===== src/rtl/uart_tx_fifo_drain_pkg.sv =====
// Shared definitions for the FIFO-draining UART transmitter: FSM state
// encodings, parity type codes and the parity helper.
package uart_tx_fifo_drain_pkg;

  typedef enum logic [2:0] {
    StIdle   = 3'd0,
    StStart  = 3'd1,
    StData   = 3'd2,
    StParity = 3'd3,
    StStop   = 3'd4
  } state_e;

  localparam logic ParEven = 1'b0;
  localparam logic ParOdd  = 1'b1;

  // Turns the XOR reduction of the data word into the transmitted parity bit.
  function automatic logic apply_par_type(input logic xor_red, input logic typ);
    return xor_red ^ (typ == ParOdd);
  endfunction

endpackage


===== src/rtl/uart_tx_fifo_drain_bit_timer.sv =====
// Bit-period timer: restarts on load with the latched prescale (0 means 1)
// and pulses bit_done on the last cycle of every bit while running.
module uart_tx_fifo_drain_bit_timer #(
  parameter int unsigned PrescW = 6
) (
  input  logic              clk,
  input  logic              rst,
  input  logic              load,
  input  logic              run,
  input  logic [PrescW-1:0] prescale,
  output logic              bit_done
);

  logic [PrescW-1:0] period_q;
  logic [PrescW-1:0] cnt_q;

  assign bit_done = (cnt_q == period_q - PrescW'(1));

  always_ff @(posedge clk) begin
    if (rst) begin
      period_q <= PrescW'(1);
      cnt_q    <= '0;
    end else if (load) begin
      period_q <= (prescale == '0) ? PrescW'(1) : prescale;
      cnt_q    <= '0;
    end else if (run) begin
      cnt_q <= bit_done ? '0 : cnt_q + PrescW'(1);
    end
  end

endmodule


===== src/rtl/uart_tx_fifo_drain.sv =====
// Read-domain FIFO consumer: pops a word whenever the FIFO is non-empty and
// sends it as a UART frame (start, data LSB first, optional parity, stop).
module uart_tx_fifo_drain
  import uart_tx_fifo_drain_pkg::*;
#(
  parameter int unsigned DataWidth = 8,
  parameter int unsigned PrescW    = 6
) (
  input  logic                 clk,
  input  logic                 rst,
  input  logic [DataWidth-1:0] rd_data,
  input  logic                 empty,
  output logic                 r_inc,
  input  logic [PrescW-1:0]    prescale,
  input  logic                 par_en,
  input  logic                 par_typ,
  output logic                 tx_out,
  output logic                 busy
);

  localparam int unsigned IdxW = (DataWidth > 1) ? $clog2(DataWidth) : 1;

  state_e                 state_q;
  logic [DataWidth-1:0]   shreg_q;
  logic [IdxW-1:0]        bit_idx_q;
  logic                   par_en_q;
  logic                   par_bit_q;
  logic                   tx_q;
  logic                   busy_q;
  logic                   r_inc_q;
  logic                   bit_done;
  logic                   load_evt;

  // A new word is taken from idle, or straight out of the last stop cycle.
  assign load_evt = !empty && ((state_q == StIdle) || ((state_q == StStop) && bit_done));

  uart_tx_fifo_drain_bit_timer #(
    .PrescW(PrescW)
  ) u_bit_timer (
    .clk      (clk),
    .rst      (rst),
    .load     (load_evt),
    .run      (busy_q),
    .prescale (prescale),
    .bit_done (bit_done)
  );

  always_ff @(posedge clk) begin
    if (rst) begin
      state_q   <= StIdle;
      shreg_q   <= '0;
      bit_idx_q <= '0;
      par_en_q  <= 1'b0;
      par_bit_q <= 1'b0;
      tx_q      <= 1'b1;
      busy_q    <= 1'b0;
      r_inc_q   <= 1'b0;
    end else begin
      r_inc_q <= 1'b0;
      if (load_evt) begin
        state_q   <= StStart;
        shreg_q   <= rd_data;
        bit_idx_q <= '0;
        par_en_q  <= par_en;
        par_bit_q <= apply_par_type(^rd_data, par_typ);
        tx_q      <= 1'b0;
        busy_q    <= 1'b1;
        r_inc_q   <= 1'b1;
      end else if (bit_done) begin
        case (state_q)
          StStart: begin
            state_q   <= StData;
            bit_idx_q <= '0;
            tx_q      <= shreg_q[0];
            shreg_q   <= shreg_q >> 1;
          end
          StData: begin
            if (bit_idx_q == IdxW'(DataWidth - 1)) begin
              state_q <= par_en_q ? StParity : StStop;
              tx_q    <= par_en_q ? par_bit_q : 1'b1;
            end else begin
              bit_idx_q <= bit_idx_q + IdxW'(1);
              tx_q      <= shreg_q[0];
              shreg_q   <= shreg_q >> 1;
            end
          end
          StParity: begin
            state_q <= StStop;
            tx_q    <= 1'b1;
          end
          StStop: begin
            state_q <= StIdle;
            tx_q    <= 1'b1;
            busy_q  <= 1'b0;
          end
          default: begin
            state_q <= StIdle;
            tx_q    <= 1'b1;
            busy_q  <= 1'b0;
          end
        endcase
      end
    end
  end

  assign tx_out = tx_q;
  assign busy   = busy_q;
  assign r_inc  = r_inc_q;

endmodule

===== config.mk =====
export PLATFORM = sky130hd
export DESIGN_NAME = uart_tx_fifo_drain
export DESIGN_NICKNAME = d
export VERILOG_FILES = /design/src/rtl/uart_tx_fifo_drain_pkg.sv /design/src/rtl/uart_tx_fifo_drain_bit_timer.sv /design/src/rtl/uart_tx_fifo_drain.sv
export SDC_FILE = /design/constraint.sdc
export NUM_CORES = 1
export LEC_CHECK = 0
export ABC_AREA = 1
export CAP_MARGIN = 20
export CORE_MARGIN = 3
export CORE_UTILIZATION = 58
export CTS_BUF_LIST = sky130_fd_sc_hd__clkbuf_16
export DETAILED_ROUTE_END_ITERATION = 6
export GPL_TIMING_DRIVEN = 0
export PLACE_DENSITY = 0.88
export SLEW_MARGIN = 5
export SYNTH_ARGS = -nofsm -noshare
export SYNTH_HDL_FRONTEND = slang
export SYNTH_SLANG_ARGS = --single-unit

===== constraint.sdc =====
create_clock -name clk -period 3.9 [get_ports clk]
set_input_delay 1.17 -clock clk [delete_from_list [all_inputs] [get_ports clk]]
set_output_delay 1.17 -clock clk [all_outputs]
set_load 0.01 [all_outputs]

==> impl_metrics.json, run 1 <==
{
  "outcome": "completed",
  "final_max_slew_viol_count": 0,
  "die_h_um": 60.11,
  "die-area_um2": 3613,
  "initial_core_util": 0.6443,
  "overflow": 0,
  "busiest_layer": "met2",
  "layout-drive-gt1-share": 0.1161,
  "utilization": 0.8006,
  "post-cts-setup-buffers": 0,
  "syn_area_um2": 1698,
  "cts_tree": "done",
  "leakagePower_nw": 0.9094,
  "hold_viol": 0,
  "rows": 18,
  "reg2reg_slack_ps": 1770,
  "cp.required_ps": 4070,
  "clkTransAtPathRegs_ps": 50,
  "relSlewSlack": 0.6852,
  "seqPwrFrac": 0.321,
  "antenna_found_initial": 0,
  "via_per_inst": 5.394,
  "post-route-period-util": 0.6555,
  "async_reset_ff_frac": 0,
  "syn_nets": 261,
  "final_common_cell": "nand2_1",
  "fin_hold_ws_ps": 471.5,
  "combPwrFrac": 0.346,
  "cts_resized": 0,
  "grt_util_met3": 0.05184,
  "synth-main-ff-cell": "dfxtp_1",
  "met2_usage": 0.4398,
  "drc": 0,
  "cp-start-kind": "input port",
  "period_needed_ps": 2557,
  "critical_path_class": "in -> reg",
  "core-area_um2": 2635,
  "place_area_um2": 1946,
  "clk_latency_ps": 280,
  "internal_power_mw": 0.8352,
  "root_buffer": "clkbuf_16",
  "finClkSkew_ps": 3.976,
  "grt_pass1_vias": 1579,
  "setup_viol": 0,
  "grt.total_usage": 0.2539,
  "hold_path_class": "reg -> reg",
  "vias": 1602,
  "powerDensity_nw_per_um2": 612.0,
  "p_clk_frac": 0.333,
  "wire_per_inst_um": 13.07,
  "ctsHoldBuffers": 0,
  "routed_wl_um": 3882,
  "stdcell_area_um2": 2110,
  "ys_seq_elements": 31,
  "layout.nets": 289,
  "critPathCaptureType": "flop",
  "setup_tns_ps": 0,
  "ant_nets": 0,
  "arrival_ps": 2730,
  "synth_warnings": 0,
  "antennaDiodeCount": 0,
  "p_sw_frac": 0.3530,
  "fp.dieW_um": 60.11,
  "postSynthCellCount": 238,
  "synth_seq_area_share": 0.3655,
  "ir_worst_vdd_mv": 0.6526,
  "grt_max_degree": 11,
  "avgSynthCellArea_um2": 7.134,
  "worst_pin_slew_ps": 471.6,
  "area_growth_pct": 24.24,
  "dp_hpwl_um": 2779,
  "power.switching_mw": 0.4557,
  "grt_pass1_wl_um": 6810,
  "final_cells": 297,
  "dp_cells": 289,
  "cts_made_buffers": 5,
  "cts_buffer_depth": 2,
  "rsz0062_at_grt": "false",
  "ys_types": 30,
  "pin_count": 22,
  "synth-edff-count": 0,
  "maxCapViolCount": 0,
  "grtUsageMet1": 0.3129,
  "io_buffers": 21,
  "final_cell_mix": "nand2_1, dfxtp_1, nand3_1",
  "cts.sinks": 31,
  "fmax_mhz": 391.1,
  "gp_congestion": 0.8637,
  "dr.pass1.iters": 4,
  "drt_iter0_markers": 98,
  "htree_levels": 2,
  "worstPathMaxFanout": 10
}
==> power by group through the flow <==
stage	logic (mW)	clock network (mW)	registers (mW)
2_1_floorplan	0.324	0	0.414
4_1_cts	0.446	0.430	0.414
3_5_place_dp	0.438	0	0.419
3_3_place_gp	0.431	0	0.417
5_1_grt	0.505	0.448	0.422
6_report	0.447	0.430	0.415
==> flip-flops by register name (all words and copies together), names as in the netlist <==
register,cells
state_q,3
busy,1
tx_out,1
r_inc,1
u_bit_timer.cnt_q,6
par_bit_q,1
u_bit_timer.period_q,6
bit_idx_q,3
shreg_q,8
par_en_q,1
==> worst max-delay path, cell delays in order <==
cell and delay, ps:
clkdlybuf4s50_1 620, clkinv_1 350, nand3_2 290, inv_2 120
nand3_1 110, nand2_1 50
==> layout make-up <==
cell class	count	area (µm²)
Fill cell	193	525.5
Clock buffer	5	125.1
Inverter	36	135.1
Sequential cell	31	620.6
Clock inverter	3	38.79
Tap cell	30	37.54
Timing Repair Buffer	21	210.2
Multi-Input combinational cell	169	919.6
Buffer	2	22.52
==> metrics by stage <==
| stage | power, mW | setup WS, ps |
|---|---|---|
| after global placement | 0.8489 | 1060 |
| after detailed placement | 0.8576 | 1066 |
| final | 1.291 | 1343 |
| after floorplan | 0.7386 | 1778 |
| after CTS | 1.290 | 1329 |
| after global routing | 1.374 | 1202 |
==> worst paths after layout <==
kind | from | to | depth (start not counted)
max reg2reg | u_bit_timer.period_q[0] | shreg_q[2] | 13
min reg2reg | bit_idx_q[1] | bit_idx_q[1] | 2
max | rst | par_bit_q | 6
min | bit_idx_q[1] | bit_idx_q[1] | 2
==> cells by family after synthesis <==
family                     after synthesis  synth area share
and+or+nand+nor                        124            0.3508
adders and majority gates                4           0.02948
buffers and inverters                   38           0.09285
DFF                                     31            0.3655
AOI/OAI and AO/OA                       29           0.09507
xor gates and xnor gates                12           0.06632
==> per-layer routing <==
metal | up-vias | part of all wire
met5 | - | 0
met4 | 0 | 0.0093
met3 | 7 | 0.065
met2 | 48 | 0.49
met1 | 730 | 0.44
li1 | 817 | -
==> cell usage after synthesis, types with 2 or more instances <==
cell type,instances,share of area
inv_1,28,0.062
a21oi_1,12,0.035
nand2_1,58,0.13
inv_2,7,0.015
nand3_1,30,0.088
nor3_1,5,0.015
dfxtp_1,31,0.37
nor2_4,3,0.020
nor2_2,3,0.011
ha_1,4,0.029
nor4_1,2,0.0074
nand2_2,2,0.0074
buf_6,2,0.013
o22ai_1,3,0.011
nor2_1,16,0.035
xor2_1,5,0.026
xnor2_1,6,0.031
o21ai_0,9,0.027
Power figures use the tool's default switching activity.
==> run 2: changes to the inputs <==
--- a/config.mk
+++ b/config.mk
@@ -8,11 +8,11 @@
 export ABC_AREA = 1
 export CAP_MARGIN = 20
 export CORE_MARGIN = 3
-export CORE_UTILIZATION = 58
+export CORE_UTILIZATION = 49
 export CTS_BUF_LIST = sky130_fd_sc_hd__clkbuf_16
 export DETAILED_ROUTE_END_ITERATION = 6
 export GPL_TIMING_DRIVEN = 0
-export PLACE_DENSITY = 0.88
+export PLACE_DENSITY = 0.8
 export SLEW_MARGIN = 5
 export SYNTH_ARGS = -nofsm -noshare
 export SYNTH_HDL_FRONTEND = slang
==> constraint.sdc (replaced) <==
create_clock -name clk -period 2.1 [get_ports clk]
set_input_delay 0.63 -clock clk [delete_from_list [all_inputs] [get_ports clk]]
set_output_delay 0.63 -clock clk [all_outputs]
set_load 0.01 [all_outputs]
==> impl_metrics.json, run 2 (synthesized netlist as in run 1, its figures left out) <==
{
  "worst_pin_slew_ps": 560.4,
  "fp.dieW_um": 64.87,
  "critPathCaptureType": "flop",
  "reg.largest.list": "shreg_q (8), u_bit_timer.cnt_q (6), u_bit_timer.period_q (6)",
  "layout-drive-gt1-share": 0.1600,
  "n_fill_cell": 258,
  "ir_worst_vdd_mv": 0.6667,
  "setup_viol": 0,
  "overflow": 0,
  "cts.sinks": 31,
  "final_max_slew_viol_count": 0,
  "fin_hold_ws_ps": 475.9,
  "cp.required_ps": 2260,
  "antennaDiodeCount": 0,
  "worstPathMaxFanout": 10,
  "cts_buffer_depth": 2,
  "root_buffer": "clkbuf_16",
  "crit_buf_inv": 3,
  "hold_path_class": "reg -> reg",
  "clk_latency_ps": 270,
  "slowest_stage": "clkdlybuf4s50_1",
  "post-route-period-util": 0.9675,
  "die_h_um": 64.87,
  "cp-start-kind": "input port",
  "drt_iter0_markers": 117,
  "dr.pass1.iters": 6,
  "clkTransAtPathRegs_ps": 50,
  "regMostFlops": "shreg_q",
  "setup_tns_ps": 0,
  "rows": 20,
  "gp_congestion": 0.8382,
  "crit_family": "buffers and inverters",
  "power.switching_mw": 0.9039,
  "grt_pass1_wl_um": 6706,
  "grt_pass1_vias": 1550,
  "fmax_mhz": 492.2,
  "initial_core_util": 0.5343,
  "combPwrFrac": 0.404,
  "layout.nets": 297,
  "grt_max_degree": 11,
  "finClkSkew_ps": 4.439,
  "routed_wl_um": 4007,
  "ant_nets": 0,
  "p_clk_frac": 0.280,
  "core-area_um2": 3178,
  "rsz0062_at_grt": "false",
  "cts_tree": "done",
  "max_stage_delay_ps": 660,
  "antenna_found_initial": 0,
  "grt.total_usage": 0.2039,
  "arrival_ps": 2200,
  "vias": 1640,
  "critical_path_class": "in -> reg",
  "htree_levels": 2,
  "drc": 0,
  "maxCapViolCount": 0,
  "outcome": "completed",
  "powerDensity_nw_per_um2": 1091,
  "internal_power_mw": 1.531,
  "utilization": 0.7024,
  "die-area_um2": 4207,
  "stdcell_area_um2": 2232,
  "leakagePower_nw": 0.9489,
  "seqPwrFrac": 0.316,
  "via_per_inst": 5.141,
  "place_area_um2": 1963,
  "io_buffers": 21,
  "final_common_cell": "nand2_1",
  "p_sw_frac": 0.3711,
  "final_cell_mix": "nand2_1, nand3_1, inv_1, dfxtp_1, clkdlybuf4s50_1",
  "hold_viol": 0,
  "crit_chain": "clkdlybuf4s50_1, clkinvlp_4, nand3_2, inv_4, nand3_1, nand2_1",
  "relSlewSlack": 0.6260,
  "dp_hpwl_um": 2696,
  "pin_count": 22,
  "wire_per_inst_um": 12.56,
  "period_needed_ps": 2032,
  "cts_made_buffers": 5,
  "area_growth_pct": 31.47,
  "largest_reg_flops": 8
}
==> run 2: cell types whose count changed in the layout (fill, tap and decap cells not counted), sizes merged <==
cell      delta
buf          +7
clkinv       -2
clkinvlp     +2
bufinv       -1
clkbuf       +1
inv          +1
==> run 2: layer usage <==
metal	vias up	share of wire	track usage	wire length [µm]
met3	14	0.051	0.05373	205
met4	0	0.027	0.08971	108
li1	844	-	-	-
met2	49	0.47	0.3321	1892
met5	-	0	0	0
met1	733	0.45	0.2511	1800
==> run 2: final cells by class <==
class | count | area, µm² | share of cell area
multi-input cells | 169 | 957.2 | 0.4288
flip-flops and latches | 31 | 623.1 | 0.2791
repair buffers | 29 | 287.8 | 0.1289
inverters | 36 | 141.4 | 0.06334
clock buffers | 5 | 125.1 | 0.05605
well taps | 44 | 55.05 | 0.02466
plain buffers | 2 | 26.28 | 0.01177
clock inverters | 3 | 16.27 | 0.007287
==> run 2: metrics by stage <==
| step | power [mW] | worst slack, ps | std cells |
|---|---|---|---|
| after detailed placement | 1.592 | -216.3 | 303 |
| final | 2.435 | 68.19 | 319 |
| after CTS | 2.354 | 17.81 | 315 |
| after floorplan | 1.372 | 228.4 | 238 |
| after global routing | 2.592 | 2.111 | 319 |
| after global placement | 1.579 | -195.4 | 303 |
==> run 2: path summary, 6_finish.rpt <==
kind                        to  slack (ps)                    start  cells past startpoint
setup / recovery     par_bit_q          70                      rst                      6
hold / removal    bit_idx_q[1]         480             bit_idx_q[1]                      2
setup reg to reg     par_bit_q         120  u_bit_timer.period_q[0]                     12
hold reg to reg   bit_idx_q[1]         480             bit_idx_q[1]                      2
==> run 2: worst reg2reg max path, cell delays in order (launching register included) <==
cell and delay, ps:
dfxtp_2 320, inv_2 120, ha_4 220, xnor2_1 120, nor2_1 100, nand2_1 70
nor2_2 130, nand3_4 160, nand2_8 150, nand3_2 190, inv_4 170, nand3_1 110
nand2_1 80
==> run 2: power by group through the flow <==
stage	sequential [mW]	combinational, mW	clock, mW
after floorplan	0.769	0.603	0
after CTS	0.765	0.897	0.692
after global routing	0.780	1.10	0.716
after detailed placement	0.776	0.817	0
final	0.769	0.984	0.683
after global placement	0.774	0.805	0
==> run 2: what timing repair did <==
action                     in CTS  in global routing
gates resized for setup         1                  9
hold buffers                    0                  0
buffers inserted                4                  3
setup endpoints to repair      16                 28
gates cloned                    0                  1
pin swaps                       2                  3
